$ cat config.mk
export PLATFORM = sky130hd
export DESIGN_NAME = gcd_job_dispatcher_flat
export DESIGN_NICKNAME = d
export VERILOG_FILES = /design/src/rtl/gcd_pkg.sv /design/src/rtl/gcd_job_dispatcher_if.sv /design/src/rtl/gcd_job_fifo.sv /design/src/rtl/gcd_job_dispatcher.sv /design/src/flat_wrapper.sv
export SDC_FILE = /design/constraint.sdc
export NUM_CORES = 1
export LEC_CHECK = 0
export BUFFER_PORTS_ARGS = -buffer_cell sky130_fd_sc_hd__buf_2
export CORE_MARGIN = 8
export CORE_UTILIZATION = 35
export DETAILED_ROUTE_END_ITERATION = 8
export PLACE_DENSITY = 0.5
export SYNTH_ARGS = -nofsm -noshare
export SYNTH_HDL_FRONTEND = slang
export SYNTH_HIERARCHICAL = 1
export SYNTH_SLANG_ARGS = --single-unit
$ cat constraint.sdc
create_clock -name clk -period 5 [get_ports clk]
set_input_delay 0.25 -clock clk [delete_from_list [all_inputs] [get_ports clk]]
set_output_delay 0.25 -clock clk [all_outputs]
set_load 0.01 [all_outputs]
$ cat src/rtl/gcd_pkg.sv
// Shared definitions for the GCD job dispatcher and its FIFO.
package gcd_pkg;

  localparam int GCD_W          = 16;
  localparam int GCD_FIFO_DEPTH = 4;

  typedef enum logic [2:0] {
    IDLE    = 3'd0,
    ISSUE   = 3'd1,
    BUSY    = 3'd2,
    RELEASE = 3'd3,
    OUT     = 3'd4
  } state_e;

endpackage

$ cat src/rtl/gcd_job_dispatcher_if.sv
// Job, core and result channels of the GCD job dispatcher.
interface gcd_job_dispatcher_if #(
  parameter int W     = gcd_pkg::GCD_W,
  parameter int DEPTH = gcd_pkg::GCD_FIFO_DEPTH,
  parameter int CW    = 16
);
  localparam int CNTW = $clog2(DEPTH) + 1;

  // Handshakes: a transfer happens on a rising clk edge where valid and ready
  // are both high; the sender holds its payload stable while valid && !ready.
  logic            in_valid;
  logic            in_ready;
  logic [W-1:0]    in_a;
  logic [W-1:0]    in_b;
  logic            core_start;
  logic [W-1:0]    core_a;
  logic [W-1:0]    core_b;
  logic            core_done;
  logic [W-1:0]    core_gcd;
  logic            res_valid;
  logic            res_ready;
  logic [W-1:0]    res_a;
  logic [W-1:0]    res_b;
  logic [W-1:0]    res_gcd;
  logic [CW-1:0]   res_cycles;
  logic [CNTW-1:0] fifo_count;
  logic [7:0]      jobs_done;

  modport slave (
    input  in_valid, in_a, in_b, core_done, core_gcd, res_ready,
    output in_ready, core_start, core_a, core_b, res_valid,
           res_a, res_b, res_gcd, res_cycles, fifo_count, jobs_done
  );

  modport master (
    output in_valid, in_a, in_b, core_done, core_gcd, res_ready,
    input  in_ready, core_start, core_a, core_b, res_valid,
           res_a, res_b, res_gcd, res_cycles, fifo_count, jobs_done
  );

endinterface

$ cat src/rtl/gcd_job_fifo.sv
// Synchronous FIFO of operand pairs; read data is the head entry with no latency.
module gcd_job_fifo #(
  parameter int DW    = 32,
  parameter int DEPTH = 4
) (
  input  logic                     clk,
  input  logic                     rst_n,
  input  logic                     push_i,
  input  logic [DW-1:0]            wdata_i,
  input  logic                     pop_i,
  output logic [DW-1:0]            rdata_o,
  output logic                     full_o,
  output logic                     empty_o,
  output logic [$clog2(DEPTH):0]   count_o
);
  localparam int AW   = $clog2(DEPTH);
  localparam int CNTW = AW + 1;

  logic [DW-1:0]   mem_q [DEPTH];
  logic [AW-1:0]   wr_ptr_q;
  logic [AW-1:0]   rd_ptr_q;
  logic [CNTW-1:0] count_q;
  logic            push_ok;
  logic            pop_ok;

  assign full_o  = (count_q == CNTW'(DEPTH));
  assign empty_o = (count_q == '0);
  assign count_o = count_q;
  assign rdata_o = mem_q[rd_ptr_q];
  assign push_ok = push_i && !full_o;
  assign pop_ok  = pop_i && !empty_o;

  // Storage is not reset: occupancy alone decides what is valid.
  always_ff @(posedge clk) begin
    if (push_ok) mem_q[wr_ptr_q] <= wdata_i;
  end

  always_ff @(posedge clk) begin
    if (!rst_n) begin
      wr_ptr_q <= '0;
      rd_ptr_q <= '0;
      count_q  <= '0;
    end else begin
      if (push_ok) wr_ptr_q <= wr_ptr_q + 1'b1;
      if (pop_ok)  rd_ptr_q <= rd_ptr_q + 1'b1;
      case ({push_ok, pop_ok})
        2'b10:   count_q <= count_q + 1'b1;
        2'b01:   count_q <= count_q - 1'b1;
        default: count_q <= count_q;
      endcase
    end
  end

endmodule

$ cat src/rtl/gcd_job_dispatcher.sv
// Queues GCD jobs, drives the subtractive core one job at a time, returns results.
module gcd_job_dispatcher
  import gcd_pkg::*;
#(
  parameter int W     = GCD_W,
  parameter int DEPTH = GCD_FIFO_DEPTH,
  parameter int CW    = 16
) (
  input  logic                 clk,
  input  logic                 rst_n,
  gcd_job_dispatcher_if.slave  bus,
  output state_e               state_o
);
  state_e         state_q;
  logic           fifo_full;
  logic           fifo_empty;
  logic           fifo_pop;
  logic [2*W-1:0] fifo_rdata;
  logic [W-1:0]   head_a;
  logic [W-1:0]   head_b;
  logic [W-1:0]   res_a_q;
  logic [W-1:0]   res_b_q;
  logic [W-1:0]   res_gcd_q;
  logic [W-1:0]   core_a_q;
  logic [W-1:0]   core_b_q;
  logic [CW-1:0]  cycles_q;
  logic           core_start_q;
  logic           res_valid_q;
  logic [7:0]     jobs_done_q;

  assign fifo_pop         = (state_q == IDLE) && !fifo_empty;
  assign {head_a, head_b} = fifo_rdata;

  gcd_job_fifo #(.DW(2*W), .DEPTH(DEPTH)) u_fifo (
    .clk     (clk),
    .rst_n   (rst_n),
    .push_i  (bus.in_valid),
    .wdata_i ({bus.in_a, bus.in_b}),
    .pop_i   (fifo_pop),
    .rdata_o (fifo_rdata),
    .full_o  (fifo_full),
    .empty_o (fifo_empty),
    .count_o (bus.fifo_count)
  );

  always_ff @(posedge clk) begin
    if (!rst_n) begin
      state_q      <= IDLE;
      res_a_q      <= '0;
      res_b_q      <= '0;
      res_gcd_q    <= '0;
      core_a_q     <= '0;
      core_b_q     <= '0;
      cycles_q     <= '0;
      core_start_q <= 1'b0;
      res_valid_q  <= 1'b0;
      jobs_done_q  <= '0;
    end else begin
      case (state_q)
        IDLE: begin
          if (!fifo_empty) begin
            res_a_q  <= head_a;
            res_b_q  <= head_b;
            cycles_q <= '0;
            // The core never terminates on a zero operand, so answer locally.
            if (head_a == '0 || head_b == '0) begin
              res_gcd_q   <= head_a | head_b;
              res_valid_q <= 1'b1;
              state_q     <= OUT;
            end else begin
              core_a_q     <= head_a;
              core_b_q     <= head_b;
              core_start_q <= 1'b1;
              state_q      <= ISSUE;
            end
          end
        end
        ISSUE: begin
          core_start_q <= 1'b0;
          cycles_q     <= '0;
          state_q      <= BUSY;
        end
        BUSY: begin
          if (bus.core_done) begin
            res_gcd_q <= bus.core_gcd;
            state_q   <= RELEASE;
          end else if (cycles_q != '1) begin
            cycles_q <= cycles_q + 1'b1;
          end
        end
        // Done may stay high a second cycle; wait it out so the next start is seen.
        RELEASE: begin
          if (!bus.core_done) begin
            res_valid_q <= 1'b1;
            state_q     <= OUT;
          end
        end
        OUT: begin
          if (bus.res_ready) begin
            res_valid_q <= 1'b0;
            jobs_done_q <= jobs_done_q + 8'd1;
            state_q     <= IDLE;
          end
        end
        default: state_q <= IDLE;
      endcase
    end
  end

  assign bus.in_ready   = !fifo_full;
  assign bus.core_start = core_start_q;
  assign bus.core_a     = core_a_q;
  assign bus.core_b     = core_b_q;
  assign bus.res_valid  = res_valid_q;
  assign bus.res_a      = res_a_q;
  assign bus.res_b      = res_b_q;
  assign bus.res_gcd    = res_gcd_q;
  assign bus.res_cycles = cycles_q;
  assign bus.jobs_done  = jobs_done_q;
  assign state_o        = state_q;

endmodule
$ cat src/flat_wrapper.sv
// flat-port wrapper written by rule: the top's interface ports become plain ports
module gcd_job_dispatcher_flat import gcd_pkg::*;
#(
  parameter int W     = GCD_W,
  parameter int DEPTH = GCD_FIFO_DEPTH,
  parameter int CW    = 16
)
  (clk, rst_n, state_o, bus_in_valid, bus_in_a, bus_in_b, bus_core_done, bus_core_gcd, bus_res_ready, bus_in_ready, bus_core_start, bus_core_a, bus_core_b, bus_res_valid, bus_res_a, bus_res_b, bus_res_gcd, bus_res_cycles, bus_fifo_count, bus_jobs_done);
  gcd_job_dispatcher_if #(.W(W), .DEPTH(DEPTH), .CW(CW)) bus_i ();
  input  logic clk;
  input  logic rst_n;
  output state_e state_o;
  input wire logic [$bits(bus_i.in_valid)-1:0] bus_in_valid;
  input wire logic [$bits(bus_i.in_a)-1:0] bus_in_a;
  input wire logic [$bits(bus_i.in_b)-1:0] bus_in_b;
  input wire logic [$bits(bus_i.core_done)-1:0] bus_core_done;
  input wire logic [$bits(bus_i.core_gcd)-1:0] bus_core_gcd;
  input wire logic [$bits(bus_i.res_ready)-1:0] bus_res_ready;
  output wire logic [$bits(bus_i.in_ready)-1:0] bus_in_ready;
  output wire logic [$bits(bus_i.core_start)-1:0] bus_core_start;
  output wire logic [$bits(bus_i.core_a)-1:0] bus_core_a;
  output wire logic [$bits(bus_i.core_b)-1:0] bus_core_b;
  output wire logic [$bits(bus_i.res_valid)-1:0] bus_res_valid;
  output wire logic [$bits(bus_i.res_a)-1:0] bus_res_a;
  output wire logic [$bits(bus_i.res_b)-1:0] bus_res_b;
  output wire logic [$bits(bus_i.res_gcd)-1:0] bus_res_gcd;
  output wire logic [$bits(bus_i.res_cycles)-1:0] bus_res_cycles;
  output wire logic [$bits(bus_i.fifo_count)-1:0] bus_fifo_count;
  output wire logic [$bits(bus_i.jobs_done)-1:0] bus_jobs_done;
  assign bus_i.in_valid = bus_in_valid;
  assign bus_i.in_a = bus_in_a;
  assign bus_i.in_b = bus_in_b;
  assign bus_i.core_done = bus_core_done;
  assign bus_i.core_gcd = bus_core_gcd;
  assign bus_i.res_ready = bus_res_ready;
  assign bus_in_ready = bus_i.in_ready;
  assign bus_core_start = bus_i.core_start;
  assign bus_core_a = bus_i.core_a;
  assign bus_core_b = bus_i.core_b;
  assign bus_res_valid = bus_i.res_valid;
  assign bus_res_a = bus_i.res_a;
  assign bus_res_b = bus_i.res_b;
  assign bus_res_gcd = bus_i.res_gcd;
  assign bus_res_cycles = bus_i.res_cycles;
  assign bus_fifo_count = bus_i.fifo_count;
  assign bus_jobs_done = bus_i.jobs_done;
  gcd_job_dispatcher #(.W(W), .DEPTH(DEPTH), .CW(CW)) u_core (.clk(clk), .rst_n(rst_n), .bus(bus_i), .state_o(state_o));
endmodule
# == After elaboration in Yosys (flattened, before gate mapping) ==
# Memories as Yosys holds them, arrays and structs flattened. A register that Yosys moved wholly into a read port is not among the register bits.
# Index checks and enable logic that the tools add are counted.
# totals
reg_bits,116
ram_bits,128
in_bits,53
out_inout_bits,113
word_cells,89
memories,1
# memory_table
name,words,word_bits,read_ports,rd_ports_with_merged_regs,wr,line_no,source
u_core.u_fifo.mem_q,4,32,1,1,1,gcd_job_fifo.sv:19,logic [DW-1:0] mem_q [DEPTH];
# classes
n_addsub,6
eq_ne,16
mux,27
n_bitwise,3
reduce_logical,23
# op_table
operator,n
$mux W16,6
$pmux W16 S3,1
$logic_not A16 Y1,2
$pmux W16 S2,1
$add A16 B1 Y16 const B,1
$ne A16 B16 Y1 const B,1
$or A16 B16 Y16,1
$mux W3,5
$pmux W3 S5,1
$ne A2 B2 Y1 const B,7
$reduce_and A4 Y1,3
$add A8 B1 Y8 const B,1
$mux W1,8
$eq A3 B2 Y1 const B,2
$eq A3 B3 Y1 const B,2
$logic_not A3 Y1,2
$pmux W3 S2,1
$reduce_and A3 Y1,2
$reduce_bool A2 Y1,3
$reduce_bool A3 Y1,2
$reduce_and A5 Y1,1
$add A2 B1 Y2 const B,2
$mux W2,2
$reduce_and A2 Y1,2
12 further kinds,16

# == Depth between registers and ports, before layout ==
# Gate-level depths: netlist of the first run.
# depth
depth_word,6
ltp_mapped,13
depth_no_buf,11

# == By module ==
# The synthesis of the first run kept the hierarchy.
# by_module_without_submodules
module,n_inst,cells_per_inst,area_each_um2,seq_area_each_um2
gcd_job_fifo,1,221,5144.9,4023.9
gcd_job_dispatcher,1,609,4745.8,2182.1

# == Worst setup path after synthesis of the first run ==
# No wires, ideal clock.
# synth_path
path_kind,flip-flop to flip-flop
from,register u_core.u_fifo.count_q[0] (netlist: u_core/u_fifo/count_o[0])
to,register u_core.u_fifo.count_q[2] (netlist: u_core/u_fifo/count_o[2])
setup_time_ns,0.070
arrival_time_ns,3.043
required_ns,4.930
path_slack_ns,1.887
stages_incl_launch_ff,14
path_buffers,2
period_less_slack_ns,3.113
path_cell_list,dfxtp_1 nor3_2 or2_1 or3_1 buf_2 clkinv_2 clkbuf_1 nor2b_1 ha_1 inv_1 fa_1 xor2_1 or3_1 a21boi_1
# synth_via
elab_chain_cells,6
word_cells_on_any_way,13
classes_between,2 x add/sub; 3 x eq/ne; 1 x mux; 7 x reduce/logical
# synth_rtl
element,line_no,source
start: declaration,gcd_job_fifo.sv:22,logic [CNTW-1:0] count_q;
start signal: assignment,gcd_job_fifo.sv:47,2'b10: count_q <= count_q + 1'b1;
start signal: assignment,gcd_job_fifo.sv:48,2'b01: count_q <= count_q - 1'b1;
start signal: assignment,gcd_job_fifo.sv:49,default: count_q <= count_q;
$logic_not A3 Y1 (*),gcd_job_fifo.sv:27,assign empty_o = (count_q == '0);
via u_core.fifo_empty,gcd_job_dispatcher.sv:16,logic fifo_empty;
$logic_not A1 Y1 (*),gcd_job_dispatcher.sv:31,assign fifo_pop = (state_q == IDLE) && !fifo_empty;
$logic_and A1 B1 Y1 (*),gcd_job_dispatcher.sv:31,
via u_core.fifo_pop,gcd_job_dispatcher.sv:17,logic fifo_pop;
$logic_and A1 B1 Y1 (*),gcd_job_fifo.sv:31,assign pop_ok = pop_i && !empty_o;
via u_core.u_fifo.pop_ok,gcd_job_fifo.sv:24,logic pop_ok;
$eq A2 B1 Y1 or $eq A2 B2 Y1 (tied branches),gcd_job_fifo.sv:46,"case ({push_ok, pop_ok})"
$pmux W3 S2 or $reduce_bool A2 Y1 (tied branches),n/a,
# The timed path passes the listed nets; every way through them passes the cells marked *.
# A chain may end at the register's enable or synchronous reset.

# == Worst setup path in the final report of the first run ==
# layout_path
from,register u_core.u_fifo.count_q[0] (netlist: u_core/u_fifo/count_o[0])
to,register u_core.core_start_q (netlist: u_core/bus.core_start)
# layout_via
elab_chain_cells,3
# layout_rtl
element,line_no,source
$logic_not A3 Y1,gcd_job_fifo.sv:27,
via u_core.fifo_empty,gcd_job_dispatcher.sv:16,
$ne A2 B2 Y1 (no source line),n/a,
$reduce_and A3 Y1 (no source line),n/a,
end signal: assignment,gcd_job_dispatcher.sv:55,core_start_q <= 1'b0;
end signal: assignment,gcd_job_dispatcher.sv:73,core_start_q <= 1'b1;
end signal: assignment,gcd_job_dispatcher.sv:79,core_start_q <= 1'b0;
end: declaration,gcd_job_dispatcher.sv:27,logic core_start_q;
# The timed path passes the listed nets, and every way through them passes these cells.

==> impl_metrics.json, run 1 <==
{
  "outcome": "finished clean",
  "die_h_um": 184,
  "final_instance_count_excl_fillers": 1419,
  "core_sq_um": 27800,
  "worst_hold_startpoint": "bus_core_gcd[3]",
  "clk_latency_ns": 0.54,
  "global_route_wire_length_before_repair_um": 42600,
  "antenna_left": 0,
  "cp_slowest_stage_delay_ns": 0.94,
  "layout_commonest_cell": "buf_2",
  "number_of_antenna_violations_at_the_first_check_in_global_routing": 0,
  "area_growth_syn_to_layout_pct": 24.4,
  "cts_made_buffers": 28,
  "n_fill_cell": 2676,
  "tritoncts_num_sinks": 246,
  "die_x_um": 184,
  "yosys_warnings": 6,
  "max-vdd-ir-drop_mv": 0.257,
  "num-nets-final": 1080,
  "wl_per_cell_um": 19.5,
  "final-hold-violation-count": 0,
  "maximum_number_of_pins_on_one_net_before_global_route_repair": 66,
  "criticalPathCategory": "register to register",
  "final-seq-area_sq_um": 6210,
  "rsz0062_at_grt": "false",
  "critPathLaunchType": "register",
  "globalRouteTotalUtil_pct": 16.0,
  "synthCells": 830,
  "cts_h_tree_depth": 1,
  "final_layout_size_suffix_gt1_share_pct": 25.7,
  "detail_route.vias_per_cell": 5.04,
  "multi_input_area_sq_um": 3370,
  "cpMaxStageDelayCell": "nand3_2",
  "via_count": 7155,
  "worst_setup_path_endpoint": "u_core/bus.core_start",
  "cts_setup_buffers": 0,
  "max_clock_freq_mhz": 280,
  "hold-worst-slack_ns": 0.0504,
  "ys_async_sr_fraction_pct": 0,
  "setup_violations": 0,
  "place.gp.congestion": 0.761,
  "critPathBufInv": 4,
  "critical_path_arrival_ns": 3.99,
  "starting_density_of_the_core_pct": 35.6,
  "design.die.area_sq_um": 33900,
  "r2r_slack_ns": 1.43,
  "clkTransAtPathRegs_ns": 0.06,
  "number_of_drc_markers_after_the_initial_detailed_route_iteration": 553,
  "r2r_end": "u_core/bus.core_start",
  "post_cts_hold_buffer_count": 32,
  "crit_path_start": "u_core/u_fifo/count_o[0]",
  "placement.cell_area_sq_um": 11000,
  "totalNegativeSetupSlack_ns": 0,
  "io_buffers": 165,
  "r2r.worst_path.cells": 9,
  "synth.cell_area_sq_um": 9890,
  "timing.slew.headroom_pct": 26.5,
  "finish.instance_area_sq_um": 12300,
  "synth_enable_flop_cells": 128,
  "worst_path_most_repeated_cell": "buf_4",
  "detail_route.wirelength_um": 27600,
  "finalClockSkew_ns": 0.0212,
  "tightestPinTransition_ns": 1.10,
  "ys_ff_latch": 246,
  "cp_num_cells": 9,
  "crit_reg_reg_startpoint": "u_core/u_fifo/count_o[0]",
  "cts_resized": 0,
  "synth_fp_nets": 891,
  "clock_tree.buffer_depth": 3,
  "layout_common_cells": "buf_2, nand2_1, edfxtp_1",
  "critPathRequiredTime_ns": 5.42,
  "rows": 61,
  "clk_root_buffer_cell": "clkbuf_16",
  "final.period_utilization_pct": 71.4,
  "tritoncts_clock_tree": "done",
  "timing.max_cap.violations": 0,
  "hold_class": "primary input to register",
  "postSynthAreaPerCell_sq_um": 11.9,
  "power.density_nw_per_um2": 587,
  "critPathTopFamily": "simple AND/OR/NAND/NOR gates",
  "via_count_of_the_first_global_routing_pass": 7066,
  "dr.pass1.iters": 4,
  "pin_count": 166,
  "path_cells": "nor3_2, buf_4, or2_1, or3_1, buf_4, clkinv_2, buf_4, nand3_2, a221oi_1",
  "antenna_cells": 0,
  "dpl.cell_count": 1335,
  "detailed_place_hpwl_um": 18700,
  "route.detailed.drc": 0,
  "finalMaxSlewViolations": 0,
  "synth.yosys.seq_area_share_pct": 62.7,
  "worstPathMaxFanout": 65,
  "globalRoute.totalOverflow": 0,
  "postSynth.topFlopCell": "edfxtp_1",
  "p_leak_nw": 4.59,
  "synth_cell_types": 55,
  "end_kind": "register",
  "min_period_ns": 3.57
}
-- worst min path at each step --
stage                                end  slack (ns)  cells past startpoint
2_1_floorplan  u_core/u_fifo/mem_q[0][0]        0.35                      0
3_3_place_gp        u_core/bus.res_b[15]        0.44                      2
3_5_place_dp        u_core/bus.res_b[15]        0.45                      2
4_1_cts                u_core/state_o[1]        0.02                      3
5_1_grt            u_core/bus.res_gcd[1]        0.05                      4
6_report           u_core/bus.res_gcd[3]        0.05                      4
-- per-layer routing --
metal / share of wire [%] / vias up / wire length [um] / track usage [%]
met2: 45 / 218 / 12400 / 25.0
met1: 47 / 3473 / 13100 / 22.9
met4: 1.4 / 0 / 399 / 3.55
li1: - / 3434 / - / -
met5: 0 / - / 0 / 0
met3: 6.3 / 30 / 1740 / 2.85
-- cell families (layout without fill, tap and decap cells) --
kind of cell             after synthesis  count (layout)  synth area share [%]
AO/OA/AOI/OAI                        163             163                  10.3
XOR/XNOR                              12              12                  1.06
adder cells (fa/ha/maj)                8               8                  1.09
buffers and inverters                 68             279                  3.44
flip-flops                           246             246                  62.7
multiplexers                          36              36                  7.70
AND/OR/NAND/NOR                      297             297                  13.7
-- Yosys cell counts, drive strengths merged, types with 7 or more instances --
library cell,count,area share (%)
nand4,9,0.57
a221o,16,1.6
a21oi,40,2.0
o21ai,69,3.5
nand3,42,2.1
dfxtp,118,24
ha,7,0.89
a22oi,16,1.2
buf,22,1.7
inv,14,0.53
and2,8,0.51
mux4,32,7.3
xor2,8,0.71
nand2,140,5.3
a31oi,7,0.44
nor2,55,2.1
edfxtp,128,39
clkbuf,31,1.2
nor4,11,0.70
-- flip-flops by register name (all words and copies together), names as in the netlist, named ones only --
| signal | count |
|---|---|
| u_core/u_fifo/mem_q | 128 |
| u_core/bus.core_a | 16 |
| u_core/bus.core_b | 16 |
| u_core/bus.res_a | 16 |
| u_core/bus.res_b | 16 |
| u_core/bus.res_cycles | 16 |
| u_core/bus.res_gcd | 16 |
| u_core/bus.jobs_done | 8 |
| u_core/state_o | 3 |
| u_core/u_fifo/count_o | 3 |
| u_core/u_fifo/rd_ptr_q | 2 |
| u_core/u_fifo/wr_ptr_q | 2 |
| u_core/bus.core_start | 1 |
| u_core/bus.res_valid | 1 |
-- worst register-to-register path, delay by kind of cell, from the launching register on --
kind                   cells  cell delay, ns
AO/OA/AOI/OAI              1            0.55
buffers and inverters      4            0.91
flip-flops                 1            0.43
AND/OR/NAND/NOR            4            1.56
-- through the flow --
stage / worst slack [ns] / util, % / total power (W)
after floorplan: 1.89 / - / 0.00434
final: 1.43 / 44.3 / 0.00722
after detailed placement: 1.42 / 39.8 / 0.00523
after CTS: 1.41 / 44.3 / 0.00731
after global placement: 1.52 / 39.8 / 0.00521
after global routing: 1.03 / 44.3 / 0.00766
-- power breakdown --
part | switching, W | internal [W]
registers | 0.000334 | 0.00255
logic | 0.00144 | 0.000849
clock network | 0.000818 | 0.00123
-- layout make-up --
class                           instances  area share [%]
Clock buffer                           33            6.10
Clock inverter                         19            1.50
Multi-Input combinational cell        516            27.4
Sequential cell                       246            50.5
Inverter                               15           0.468
Timing Repair Buffer                  212            10.2
Tap cell                              378            3.84
No activity file was read; power rests on OpenSTA's default activity.
==> inputs of run 2 (changes only) <==
--- a/config.mk
+++ b/config.mk
@@ -9,7 +9,7 @@
 export CORE_MARGIN = 8
 export CORE_UTILIZATION = 35
 export DETAILED_ROUTE_END_ITERATION = 8
-export PLACE_DENSITY = 0.5
+export PLACE_DENSITY = 0.52
 export SYNTH_ARGS = -nofsm -noshare
 export SYNTH_HDL_FRONTEND = slang
 export SYNTH_HIERARCHICAL = 1
==> constraint.sdc (replaced) <==
create_clock -name clk -period 2.9 [get_ports clk]
set_input_delay 0.145 -clock clk [delete_from_list [all_inputs] [get_ports clk]]
set_output_delay 0.145 -clock clk [all_outputs]
set_load 0.01 [all_outputs]
==> run 2 against run 1 <==
  * Register-to-register slack worse by 1.3 ns
  * Sequential cell count stayed put
  * Count of clock-buffer cells in the layout down 1
  * Die area did not move
  * Combinational power up 97%
  * Largest cell class unchanged
  * Wire length up 2.3%
  * Sequential share of layout area is 2.1 points lower
  * Via count grew 1.8%
  * Largest power group unchanged
  * Critical path depth stayed put
  * Global-route usage grew 0.32 points
==> impl_metrics.json, run 2 (synthesis gave the netlist of run 1 again) <==
{
  "timing.max_cap.violations": 0,
  "critPathLaunchType": "register",
  "finalClockSkew_ns": 0.0112,
  "antenna_cells": 0,
  "die_h_um": 184,
  "r2r.worst_path.cells": 9,
  "starting_density_of_the_core_pct": 35.6,
  "route.detailed.drc": 0,
  "layout_common_cells": "buf_2, nand2_1, edfxtp_1",
  "share_seq_of_total_power_pct": 37.9,
  "max-vdd-ir-drop_mv": 0.556,
  "p_total_w": 0.0128,
  "number_of_drc_markers_after_the_initial_detailed_route_iteration": 444,
  "r2r_slack_ns": 0.18,
  "via_count": 7286,
  "wl_per_cell_um": 19.1,
  "dr.pass1.iters": 5,
  "tritoncts_num_sinks": 246,
  "maximum_number_of_pins_on_one_net_before_global_route_repair": 66,
  "whs_endpoint": "u_core/bus.core_a[3]",
  "cts_h_tree_depth": 1,
  "clk_latency_ns": 0.54,
  "totalNegativeSetupSlack_ns": 0,
  "final.period_utilization_pct": 93.9,
  "r2r_end": "u_core/bus.res_gcd[12]",
  "outcome": "finished clean",
  "worst_hold_startpoint": "rst_n",
  "globalRouteTotalUtil_pct": 16.3,
  "rows": 61,
  "min_period_ns": 2.72,
  "max_clock_freq_mhz": 367,
  "min_path_cells": 3,
  "core_sq_um": 27800,
  "place.gp.congestion": 0.788,
  "final_layout_size_suffix_gt1_share_pct": 28.7,
  "setup_violations": 0,
  "largest-register": "u_core/u_fifo/mem_q",
  "layout_commonest_cell": "buf_2",
  "globalRoute.totalOverflow": 0,
  "detailed_place_hpwl_um": 19500,
  "pin_count": 166,
  "critical_path_arrival_ns": 3.14,
  "final-hold-violation-count": 0,
  "dpl.cell_count": 1379,
  "detail_route.vias_per_cell": 4.93,
  "cts_made_buffers": 27,
  "criticalPathCategory": "register to register",
  "number_of_antenna_violations_at_the_first_check_in_global_routing": 0,
  "end_kind": "register",
  "via_count_of_the_first_global_routing_pass": 7299,
  "design.die.area_sq_um": 33900,
  "power.switching_w": 0.00454,
  "power.share.clock_pct": 26.9,
  "tritoncts_clock_tree": "done",
  "rsz0062_at_grt": "false",
  "timing.slew.headroom_pct": 49.6,
  "antenna_left": 0,
  "cellInternalPower_w": 0.00827,
  "finalMaxSlewViolations": 0,
  "detail_route.wirelength_um": 28300,
  "largest_register_ff_count": 128,
  "clock_tree.buffer_depth": 3,
  "pwr-share-comb_pct": 35.3,
  "critPathRequiredTime_ns": 3.32,
  "die_x_um": 184,
  "power.density_nw_per_um2": 996,
  "io_buffers": 165,
  "power_switching_share_pct": 35.4,
  "clkTransAtPathRegs_ns": 0.06,
  "p_leak_nw": 4.90,
  "clk_root_buffer_cell": "clkbuf_16",
  "global_route_wire_length_before_repair_um": 43100,
  "area_growth_syn_to_layout_pct": 29.9,
  "hold_class": "primary input to register",
  "tightestPinTransition_ns": 0.755,
  "num-nets-final": 1141,
  "final_instance_count_excl_fillers": 1478,
  "worstPathMaxFanout": 16
}
-- run 2: layer usage --
metal | GRT usage [%] | part of all wire, % | up-vias
met3 | 3.39 | 5.8 | 34
met4 | 4.00 | 2.1 | 0
met2 | 26.6 | 46 | 208
met5 | 0 | 0 | -
met1 | 22.0 | 46 | 3481
li1 | - | - | 3563
-- run 2: repair_timing --
action	in CTS	in global routing
gates resized for setup	0	2
setup buffers	0	0
hold endpoints to repair	147	0
hold buffers	50	0
setup endpoints to repair	0	16
-- run 2: stage by stage --
step	setup slack [ns]	util (%)	hold slack, ns	area (sq um)
after floorplan	0.00943	-	0.244	9900
after global placement	0.0468	41.2	0.360	11400
after detailed placement	0.0635	41.2	0.364	11400
after CTS	0.0438	46.2	0.0526	12800
after global routing	0.00872	46.3	0.0995	12800
final	0.177	46.3	0.0797	12800
-- run 2: worst max path at each step --
stage / end / from
finish: u_core/bus.res_gcd[12] / register
global placement: u_core/bus.res_gcd[8] / register
global route: u_core/bus.res_gcd[2] / register
floorplan: u_core/u_fifo/count_o[2] / u_core/u_fifo/count_o[2]
CTS: u_core/bus.res_gcd[13] / register
detailed placement: u_core/bus.res_gcd[12] / register
-- run 2: worst max-delay path: stages (launching register included) --
cell,delay [ns]
dfxtp_2,0.42
buf_12,0.20
mux4_2,0.53
nor4_2,0.33
buf_4,0.16
nand4_1,0.12
nand2_1,0.19
nor3_1,0.11
buf_12,0.20
a221o_1,0.34
-- run 2: layout make-up --
cell class	count	area, sq um
clock inverters	17	170
flip-flops and latches	246	6210
inverters	15	57.6
well taps	378	473
fillers	2619	14900
multi-input cells	516	3380
clock buffers	32	724
repair buffers	274	1830
-- run 2: power by group through the flow --
stage	sequential (W)	combinational, W	clock, W
after floorplan	0.00506	0.00243	0
after global placement	0.00492	0.00444	0
after detailed placement	0.00493	0.00449	0
after CTS	0.00486	0.00455	0.00353
after global routing	0.00493	0.00496	0.00366
final	0.00485	0.00451	0.00344
